--- config.mk ---
export PLATFORM = sky130hd
export DESIGN_NAME = lsu_flat
export DESIGN_NICKNAME = d
export VERILOG_FILES = /design/src/rtl/lsu_if.sv /design/src/rtl/lsu.sv /design/src/flat_wrapper.sv
export SDC_FILE = /design/constraint.sdc
export NUM_CORES = 1
export LEC_CHECK = 0
export ABC_AREA = 1
export BUFFER_PORTS_ARGS = -buffer_cell sky130_fd_sc_hd__buf_2
export CAP_MARGIN = 20
export CORE_ASPECT_RATIO = 0.5
export CORE_UTILIZATION = 46
export CTS_CLUSTER_SIZE = 40
export DETAILED_ROUTE_END_ITERATION = 10
export PLACE_DENSITY_LB_ADDON = 0.08
export REMOVE_ABC_BUFFERS = 1
export SETUP_SLACK_MARGIN = 0.4
export SYNTH_ARGS = -nofsm -noshare
export SYNTH_HDL_FRONTEND = slang
export SYNTH_SLANG_ARGS = --single-unit
export TNS_END_PERCENT = 1
--- constraint.sdc ---
create_clock -name clk -period 2.65 [get_ports clk]
set_clock_uncertainty 0.05 [all_clocks]
set_input_delay 0.265 -clock clk [delete_from_list [all_inputs] [get_ports clk]]
set_output_delay 0.265 -clock clk [all_outputs]
set_load 0.01 [all_outputs]
--- src/rtl/lsu_if.sv ---
// Data-memory bus between the load/store unit (master) and data memory (slave).
interface lsu_if #(parameter int ADDR_W = 32);
  logic              mem_req;
  logic              mem_we;
  logic [ADDR_W-1:0] mem_addr;
  logic [3:0]        mem_wstrb;
  logic [31:0]       mem_wdata;
  logic              mem_ready;
  logic [31:0]       mem_rdata;

  modport master (
    output mem_req, mem_we, mem_addr, mem_wstrb, mem_wdata,
    input  mem_ready, mem_rdata
  );

  modport slave (
    input  mem_req, mem_we, mem_addr, mem_wstrb, mem_wdata,
    output mem_ready, mem_rdata
  );
endinterface

--- src/rtl/lsu.sv ---
// Load/store unit: one data-memory transaction per load/store, lane steering and load extension.
// Define LSU_MISALIGN_SPLIT_EN to run word-crossing accesses as two bus beats; otherwise they fault.
module lsu #(
  parameter int ADDR_W = 32
) (
  input  logic              clk,
  input  logic              rst,
  input  logic              req_valid,
  input  logic              is_load,
  input  logic              is_store,
  input  logic [2:0]        funct3,
  input  logic [ADDR_W-1:0] addr,
  input  logic [31:0]       wdata,
  output logic              stall,
  output logic              done,
  output logic [31:0]       rdata,
  output logic              fault,
  lsu_if.master             mem
);

  typedef enum logic [1:0] {IDLE = 2'd0, BUS0 = 2'd1, BUS1 = 2'd2, RESP = 2'd3} state_t;

  state_t      state_r;
  logic        done_r;
  logic        fault_r;
  logic [31:0] rdata_r;
  logic [31:0] hold_r;

  logic [1:0]        offset_s;
  logic [2:0]        size_s;
  logic [3:0]        base_s;
  logic [7:0]        lanes_s;
  logic              f3_bad_s;
  logic              illegal_s;
  logic              cross_s;
  logic              reject_s;
  logic              split_s;
  logic [63:0]       pair_s;
  logic [31:0]       load_s;
  logic [31:0]       lane_wdata_s;
  logic [ADDR_W-3:0] word_s;

  function automatic logic [31:0] rotl_bytes(input logic [31:0] d, input logic [1:0] off);
    case (off)
      2'd0:    rotl_bytes = d;
      2'd1:    rotl_bytes = {d[23:0], d[31:24]};
      2'd2:    rotl_bytes = {d[15:0], d[31:16]};
      2'd3:    rotl_bytes = {d[7:0], d[31:8]};
      default: rotl_bytes = d;
    endcase
  endfunction

  function automatic logic [31:0] extend(input logic [31:0] d, input logic [2:0] f3);
    case (f3)
      3'b000:  extend = {{24{d[7]}}, d[7:0]};
      3'b001:  extend = {{16{d[15]}}, d[15:0]};
      3'b100:  extend = {24'h000000, d[7:0]};
      3'b101:  extend = {16'h0000, d[15:0]};
      default: extend = d;
    endcase
  endfunction

  assign offset_s = addr[1:0];
  assign word_s   = addr[ADDR_W-1:2];
  assign stall    = req_valid & (is_load | is_store) & (state_r != RESP);
  assign done     = done_r;
  assign fault    = fault_r;
  assign rdata    = rdata_r;

  // Request decode: size, legality, word-crossing and the 8-lane window spanning both beats.
  always_comb begin
    case (funct3[1:0])
      2'b00:   begin size_s = 3'd1; base_s = 4'b0001; end
      2'b01:   begin size_s = 3'd2; base_s = 4'b0011; end
      default: begin size_s = 3'd4; base_s = 4'b1111; end
    endcase
    case (funct3)
      3'b000, 3'b001, 3'b010: f3_bad_s = 1'b0;
      3'b100, 3'b101:         f3_bad_s = is_store;
      default:                f3_bad_s = 1'b1;
    endcase
    illegal_s    = f3_bad_s | (is_load & is_store);
    cross_s      = (({1'b0, offset_s} + size_s) > 3'd4);
    lanes_s      = {4'b0000, base_s} << offset_s;
    lane_wdata_s = rotl_bytes(wdata, offset_s);
  end

`ifdef LSU_MISALIGN_SPLIT_EN
  assign reject_s = illegal_s;
  assign split_s  = cross_s;
`else
  assign reject_s = illegal_s | cross_s;
  assign split_s  = 1'b0;
`endif

  // Gather load bytes from the final beat (plus the held first beat of a split) and extend.
  always_comb begin
    if (state_r == BUS1) begin
      pair_s = {mem.mem_rdata, hold_r};
    end else begin
      pair_s = {32'h00000000, mem.mem_rdata};
    end
    load_s = extend(32'(pair_s >> {offset_s, 3'b000}), funct3);
  end

  // Bus outputs decoded from state and the held request; all zero outside a bus beat.
  always_comb begin
    mem.mem_req   = 1'b0;
    mem.mem_we    = 1'b0;
    mem.mem_addr  = {ADDR_W{1'b0}};
    mem.mem_wstrb = 4'b0000;
    mem.mem_wdata = 32'h00000000;
    case (state_r)
      BUS0: begin
        mem.mem_req   = 1'b1;
        mem.mem_we    = is_store;
        mem.mem_addr  = {word_s, 2'b00};
        mem.mem_wstrb = is_store ? lanes_s[3:0] : 4'b0000;
        mem.mem_wdata = is_store ? lane_wdata_s : 32'h00000000;
      end
      BUS1: begin
        mem.mem_req   = 1'b1;
        mem.mem_we    = is_store;
        mem.mem_addr  = {word_s + (ADDR_W-2)'(1), 2'b00};
        mem.mem_wstrb = is_store ? lanes_s[7:4] : 4'b0000;
        mem.mem_wdata = is_store ? lane_wdata_s : 32'h00000000;
      end
      default: begin
        mem.mem_req = 1'b0;
      end
    endcase
  end

  // Transaction FSM with registered done/fault/rdata, cleared whenever not in RESP.
  always_ff @(posedge clk) begin
    if (rst) begin
      state_r <= IDLE;
      done_r  <= 1'b0;
      fault_r <= 1'b0;
      rdata_r <= 32'h00000000;
      hold_r  <= 32'h00000000;
    end else begin
      case (state_r)
        IDLE: begin
          if (req_valid & (is_load | is_store)) begin
            if (reject_s) begin
              state_r <= RESP;
              done_r  <= 1'b1;
              fault_r <= 1'b1;
              rdata_r <= 32'h00000000;
            end else begin
              state_r <= BUS0;
            end
          end else begin
            state_r <= IDLE;
          end
        end
        BUS0: begin
          if (mem.mem_ready) begin
            if (split_s) begin
              state_r <= BUS1;
              hold_r  <= mem.mem_rdata;
            end else begin
              state_r <= RESP;
              done_r  <= 1'b1;
              fault_r <= 1'b0;
              rdata_r <= is_load ? load_s : 32'h00000000;
            end
          end else begin
            state_r <= BUS0;
          end
        end
`ifdef LSU_MISALIGN_SPLIT_EN
        BUS1: begin
          if (mem.mem_ready) begin
            state_r <= RESP;
            done_r  <= 1'b1;
            fault_r <= 1'b0;
            rdata_r <= is_load ? load_s : 32'h00000000;
          end else begin
            state_r <= BUS1;
          end
        end
`endif
        default: begin
          state_r <= IDLE;
          done_r  <= 1'b0;
          fault_r <= 1'b0;
          rdata_r <= 32'h00000000;
        end
      endcase
    end
  end

endmodule

--- src/flat_wrapper.sv ---
// flat-port wrapper written by rule: the top's interface ports become plain ports
module lsu_flat 
#(
  parameter int ADDR_W = 32
)
  (clk, rst, req_valid, is_load, is_store, funct3, addr, wdata, stall, done, rdata, fault, mem_mem_req, mem_mem_we, mem_mem_addr, mem_mem_wstrb, mem_mem_wdata, mem_mem_ready, mem_mem_rdata);
  lsu_if #(.ADDR_W(ADDR_W)) mem_i ();
  input  logic clk;
  input  logic rst;
  input  logic req_valid;
  input  logic is_load;
  input  logic is_store;
  input  logic [2:0] funct3;
  input  logic [ADDR_W-1:0] addr;
  input  logic [31:0] wdata;
  output logic stall;
  output logic done;
  output logic [31:0] rdata;
  output logic fault;
  output wire logic [$bits(mem_i.mem_req)-1:0] mem_mem_req;
  output wire logic [$bits(mem_i.mem_we)-1:0] mem_mem_we;
  output wire logic [$bits(mem_i.mem_addr)-1:0] mem_mem_addr;
  output wire logic [$bits(mem_i.mem_wstrb)-1:0] mem_mem_wstrb;
  output wire logic [$bits(mem_i.mem_wdata)-1:0] mem_mem_wdata;
  input wire logic [$bits(mem_i.mem_ready)-1:0] mem_mem_ready;
  input wire logic [$bits(mem_i.mem_rdata)-1:0] mem_mem_rdata;
  assign mem_mem_req = mem_i.mem_req;
  assign mem_mem_we = mem_i.mem_we;
  assign mem_mem_addr = mem_i.mem_addr;
  assign mem_mem_wstrb = mem_i.mem_wstrb;
  assign mem_mem_wdata = mem_i.mem_wdata;
  assign mem_i.mem_ready = mem_mem_ready;
  assign mem_i.mem_rdata = mem_mem_rdata;
  lsu #(.ADDR_W(ADDR_W)) u_core (.clk(clk), .rst(rst), .req_valid(req_valid), .is_load(is_load), .is_store(is_store), .funct3(funct3), .addr(addr), .wdata(wdata), .stall(stall), .done(done), .rdata(rdata), .fault(fault), .mem(mem_i));
endmodule
## Yosys cells after proc, flatten, opt, wreduce, memory -nomap -nowiden

Cells that the tools add are included.

- Logic and storage cells: 66
- Bits in registers: 36

- Reduce and logical (&&, ||, !) cells: 8
- Add/sub/neg operators: 2
- Bitwise logic cells: 6
- Muxes and demuxes: 29
- $lt $le $gt $ge: 1
- Shift operators: 2
- Equality and inequality tests: 14

Operator list:

| cell | number |
|---|---|
| 32-bit one-hot mux with 4 select lines | 2 |
| 32-bit 2-to-1 mux | 6 |
| 32-bit one-hot mux with 2 select lines | 2 |
| 64-bit 2-to-1 mux | 1 |
| 64-bit by 5-bit right shift with 32-bit output | 1 |
| 30-bit by 1-bit adder with 30-bit output (second input constant) | 1 |
| 4-bit one-hot mux with 2 select lines | 2 |
| 4-bit 2-to-1 mux | 2 |
| 4-bit by 2-bit << shifter with 8-bit output | 1 |
| 2-bit by 1-bit equality test with 1-bit output (second input constant) | 3 |
| 2-bit equality test (second input constant) | 3 |
| 3-bit equality test (second input constant) | 2 |
| 2-bit logical NOT | 3 |
| 1-bit 2-to-1 mux | 6 |
| 2-bit 2-to-1 mux | 3 |
| 1-bit one-hot mux with 2 select lines | 3 |
| 3-bit one-hot mux with 2 select lines | 1 |
| 2-bit by 1-bit inequality test with 1-bit output (second input constant) | 2 |
| 2-bit inequality test (second input constant) | 2 |
| 2-bit one-hot mux with 2 select lines | 1 |
| 2-bit OR reduction | 2 |
| 2-bit by 3-bit adder with 3-bit output | 1 |
| 1-bit bitwise AND | 3 |
| 3-bit by 1-bit equality test with 1-bit output (second input constant) | 1 |
| other kinds (6) | 8 |

## Longest topological paths before layout

- Word-level depth: 8
- Mapped depth: 14
- Depth with buffers taken out: 13

## Least setup slack after synthesis

No wires, ideal clock.

- Path type: in2reg
- From: in funct3[1]
- To: reg u_core.fault_r, in the netlist u_core.fault
- Arrival: 2159 ps
- Data required time: 2529 ps
- Library setup time: 71 ps
- Slack: 370 ps
- Cell stages on the path: 11
- Cells stage by stage: nor2_1 ha_1 inv_1 fa_1 nand2_1 nand3_1 nand3_2 nand3_4 clkbuf_1 nand2_1 a21oi_1

- Cells in the longest elaborated chain, start to end: 7
- Elaborated cells on any way between the ends: 17

RTL lines:

| what | RTL line | RTL |
|---|---|---|
| from (decl) | flat_wrapper.sv:13 | `input logic [2:0] funct3;` |
| 2-bit by 1-bit equality test with 1-bit output, or another cell as far along | lsu.sv:72 | `case (funct3[1:0])` |
| 3-bit one-hot mux with 2 select lines, or another cell as far along | lsu.sv:72 |  |
| 2-bit by 3-bit adder with 3-bit output / 1-bit one-hot mux with 2 select lines (equally long branches) | lsu.sv:83, lsu.sv:77 |  |
| 3-bit greater-than comparator / 1-bit OR (equally long branches) | lsu.sv:83, lsu.sv:82 |  |
| 1-bit OR (*) | lsu.sv:92 | `assign reject_s = illegal_s \| cross_s;` |
| 2-bit by 1-bit inequality test with 1-bit output (no line) (*) | - |  |
| 3-bit AND reduction (no line) (*) | - |  |
| to (signal assigned) | lsu.sv:139 | `fault_r <= 1'b0;` |
| to (signal assigned) | lsu.sv:149 | `fault_r <= 1'b1;` |
| to (signal assigned) | lsu.sv:166 | `fault_r <= 1'b0;` |
| to (decl) | lsu.sv:25 | `logic fault_r;` |

Mark *: on every way between the ends. The rest lies on a longest branch, timed or not.
A chain may end at the register's enable or synchronous reset.

## Worst setup path after layout

- From: reg u_core.state_r[1]
- To: out mem_mem_addr[19]

- Cells in the longest elaborated chain, start to end: 2
- Elaborated cells on any way between the ends: 3

RTL lines:

| what | RTL line | RTL |
|---|---|---|
| from (decl) | lsu.sv:23 | `state_t state_r;` |
| from (signal assigned) | lsu.sv:137 | `state_r <= IDLE;` |
| from (signal assigned) | lsu.sv:147 | `state_r <= RESP;` |
| from (signal assigned) | lsu.sv:152 | `state_r <= BUS0;` |
| 2-bit equality test / 2-bit by 1-bit equality test with 1-bit output (equally long branches) | lsu.sv:113 | `case (state_r)` |
| 32-bit one-hot mux with 2 select lines (*) | lsu.sv:113 |  |
| to (decl) | flat_wrapper.sv:22 | `output wire logic [$bits(mem_i.mem_addr)-1:0] mem_mem_addr;` |

Marked as above.

==> impl_results.md <==
* Worst Setup SP: u_core.state_r[1]
* Vias in the first global route at 6,057
* Leak Pwr at 3.07 nW
* Min-Delay Path Depth at 3
* Worst hold endpoint: u_core.state_r[1]
* DIE HEIGHT at 74.1 um
* Root Driver: clkbuf_16
* Vias per cell at 5.83
* Initial antenna violation count at 0
* Minimum clock period at 2.27 ns
* Synth Instances at 887
* Sequential area share after synthesis at 15.1%
* Synth cell count leaders: nand2_1 (274), a21oi_1 (130), nand3_1 (80), inv_1 (74), nor2_1 (55)
* Largest net degree at the start of global routing at 57
* Clock power frac at 26.8%
* First-pass detailed-route iteration total at 5
* Min-delay src: mem_mem_ready
* Routed vias at 7,091
* Warnings, synthesis at 0
* Status: complete, no violations
* Total CTS buffers at 5
* RePlAce Congestion at 0.985
* Fillcell total at 979
* Avg Cell Area, Syn at 5.39 um^2
* Sw frac at 41.5%
* Drt initial violations at 654
* Setup ws final at 0.378 ns
* CTS tree: built
* Port bufs at 207
* Antenna viol nets, final at 0
* Synth area leaders: nand2_1 (21%), dfxtp_1 (15%), a21oi_1 (14%)
* Diode count at 0
* Mapped Area at 4780 um^2
* Clock Latency Late Sink at 0.28 ns
* Bufs on Longest Clock Path at 2
* Row count at 25
* Worst hold margin at 0.227 ns
* Reg power frac at 25.9%
* R2r setup slk at 0.53 ns
* Total detailed-routing wirelength at 19.1 mm
* Count leader, synth: nand2_1
* Comb power frac at 47.3%
* Drt wl/cell at 15.7 um
* Fin. Hold Viols at 0
* Ys flop type: dfxtp_1
* NumNets Final at 1,195
* Worst path required time at 2.34 ns
* R2r startpoint: u_core.state_r[0]
* Inst Count DP at 1,202
* Pre-CTS setup slack at 0.251 ns
* IO Count at 210
* H-tree depth at 2
* Internal Power at 0.00133 W
* Final Instance Count excl. Fillers at 1,217
* # DRC at 0
* Clk slew on worst S/H paths at 0.06 ns
* Yosys top cell area share at 21.5%
* Actual slew at the worst max-slew pin at 0.697 ns
* Setup crit start kind: flop
* Final HPWL DP at 13.6 mm
* CTS Hold Bufs at 0
* Data arrival time of the critical path at 1.96 ns
* Distinct cell type count after synthesis at 41
* Unrepaired setup endpoints after global routing: true
* Share of cells above drive strength 1 at 25.9%
* Clock sinks at 36
* Highest Clock Rate at 440 MHz
* Dominant cell type by area after synthesis: nand2_1
* Synthesis-stage register bit count at 36
* Core Box Area at 9760 um^2
* Period utilization at 85.7%
* Hold crit path type: input port to flop
* CP endpoint kind: primary output
* Peak VDD IR at 267 uV
* FF-to-FF path depth at 12
* Die width at 146 um
* Setup TNS Final at 0 ns
* EDFF count, synth at 0
* GRT overflow at 0
* Ys async rst share at 0%
* Max-cap violations at 0
* # setup viols final at 0
* Slew Limit Headroom at 53.5%
* Area Growth Syn to Fin at 31.4%
* Critical path class: flop to primary output
* Post-layout util at 64.4%
* Initial Util at 49.0%
* Net Switching at 0.000946 W
* FF-to-FF End: u_core.rdata[19]
* First-pass GRT wire length at 29.0 mm
* CP max FO at 7
* Total GRT Usage at 32.6%
* Fin. max-slew vios at 0
* Die area at 10,800 um^2
* Power per cell area at 362 nW/um^2
## per-layer routing
metal	routed length [um]	GRT usage, %	up-vias	share of wire [%]
met5	0	0	-	0
met4	444	13.0	0	2.3
met3	1900	4.48	54	9.9
met2	8880	57.8	449	46
met1	7920	41.0	3188	41
li1	-	-	3400	-
## cell type report
class	instances	area [um^2]	area share [%]
multi-input combinational	712	3540	56.3
sequential	36	722	11.5
timing repair buffer	245	1380	22.0
tap	135	169	2.69
inverter	81	322	5.12
clock inverter	1	7.51	0.119
clock buffer	7	143	2.27
## worst max-delay path, stage by stage, from the launching register on
cell and delay [ns]:
dfxtp_2 0.36, inv_1 0.12, ha_2 0.25, inv_1 0.16
o21ai_0 0.19, inv_1 0.06, a211oi_1 0.34, buf_2 0.20
## cells in the final DEF, fill, tap and decap left out, drive strengths merged, types with 3 or more instances in the layout
master and n:
a221oi 19, buf 243, a22oi 4, clkbuf 9, o211ai 5, o21ai 51
nand3 83, nor2 60, nand4 4, o22ai 19, nand2 275, ha 8
nor3 12, a21oi 130, inv 75, a211oi 20, o21a 3, dfxtp 36
a31oi 7, clkinvlp 5
## per-stage QoR
stage | instance area, um^2 | total power, W
6_report | 6290 | 0.00228
5_1_grt | 6290 | 0.00241
4_1_cts | 6150 | 0.00221
3_5_place_dp | 5980 | 0.00160
3_3_place_gp | 5980 | 0.00159
2_1_floorplan | 4510 | 0.00116
## power by group through the flow
stage / Combinational (W) / Clock (W) / Sequential, W
4_1_cts: 0.00102 / 0.000609 / 0.000587
3_5_place_dp: 0.00100 / 0 / 0.000599
3_3_place_gp: 0.000993 / 0 / 0.000599
5_1_grt: 0.00118 / 0.000634 / 0.000592
2_1_floorplan: 0.000546 / 0 / 0.000610
6_report: 0.00108 / 0.000610 / 0.000590
## worst max-delay path by stage
stage / end / slack (ns)
2_1_floorplan: u_core.rdata[30] / -0.34
3_3_place_gp: u_core.rdata[19] / 0.33
3_5_place_dp: u_core.rdata[31] / 0.25
4_1_cts: mem_mem_wdata[5] / 0.37
5_1_grt: u_core.rdata[15] / 0.30
6_report: mem_mem_addr[19] / 0.38
## registers in the layout, summed over array words and instances (netlist names)
| register | cells |
|---|---|
| u_core.rdata | 32 |
| u_core.state_r | 2 |
| u_core.done | 1 |
| u_core.fault | 1 |
## logic make-up (layout without fill, tap and decap cells)
| logic type | count (synthesis) | in the layout | share of synthesized area [%] |
|---|---|---|---|
| fa+ha+maj | 9 | 9 | 2.51 |
| compound gates | 262 | 262 | 31.5 |
| buf+inv | 140 | 334 | 12.1 |
| flops | 36 | 36 | 15.1 |
| other cells | 1 | 2 | 0.0784 |
| simple gates | 439 | 439 | 38.7 |
## timing repair
| item | 4_1_cts | 5_1_grt |
|---|---|---|
| gates cloned | 0 | 1 |
| pin swaps | 0 | 1 |
| setup endpoints to repair | 28 | 64 |
| resized for setup | 1 | 17 |
| setup buffers | 2 | 4 |
| hold endpoints to repair | 0 | 0 |
No activity file was read; power rests on OpenSTA's default activity.
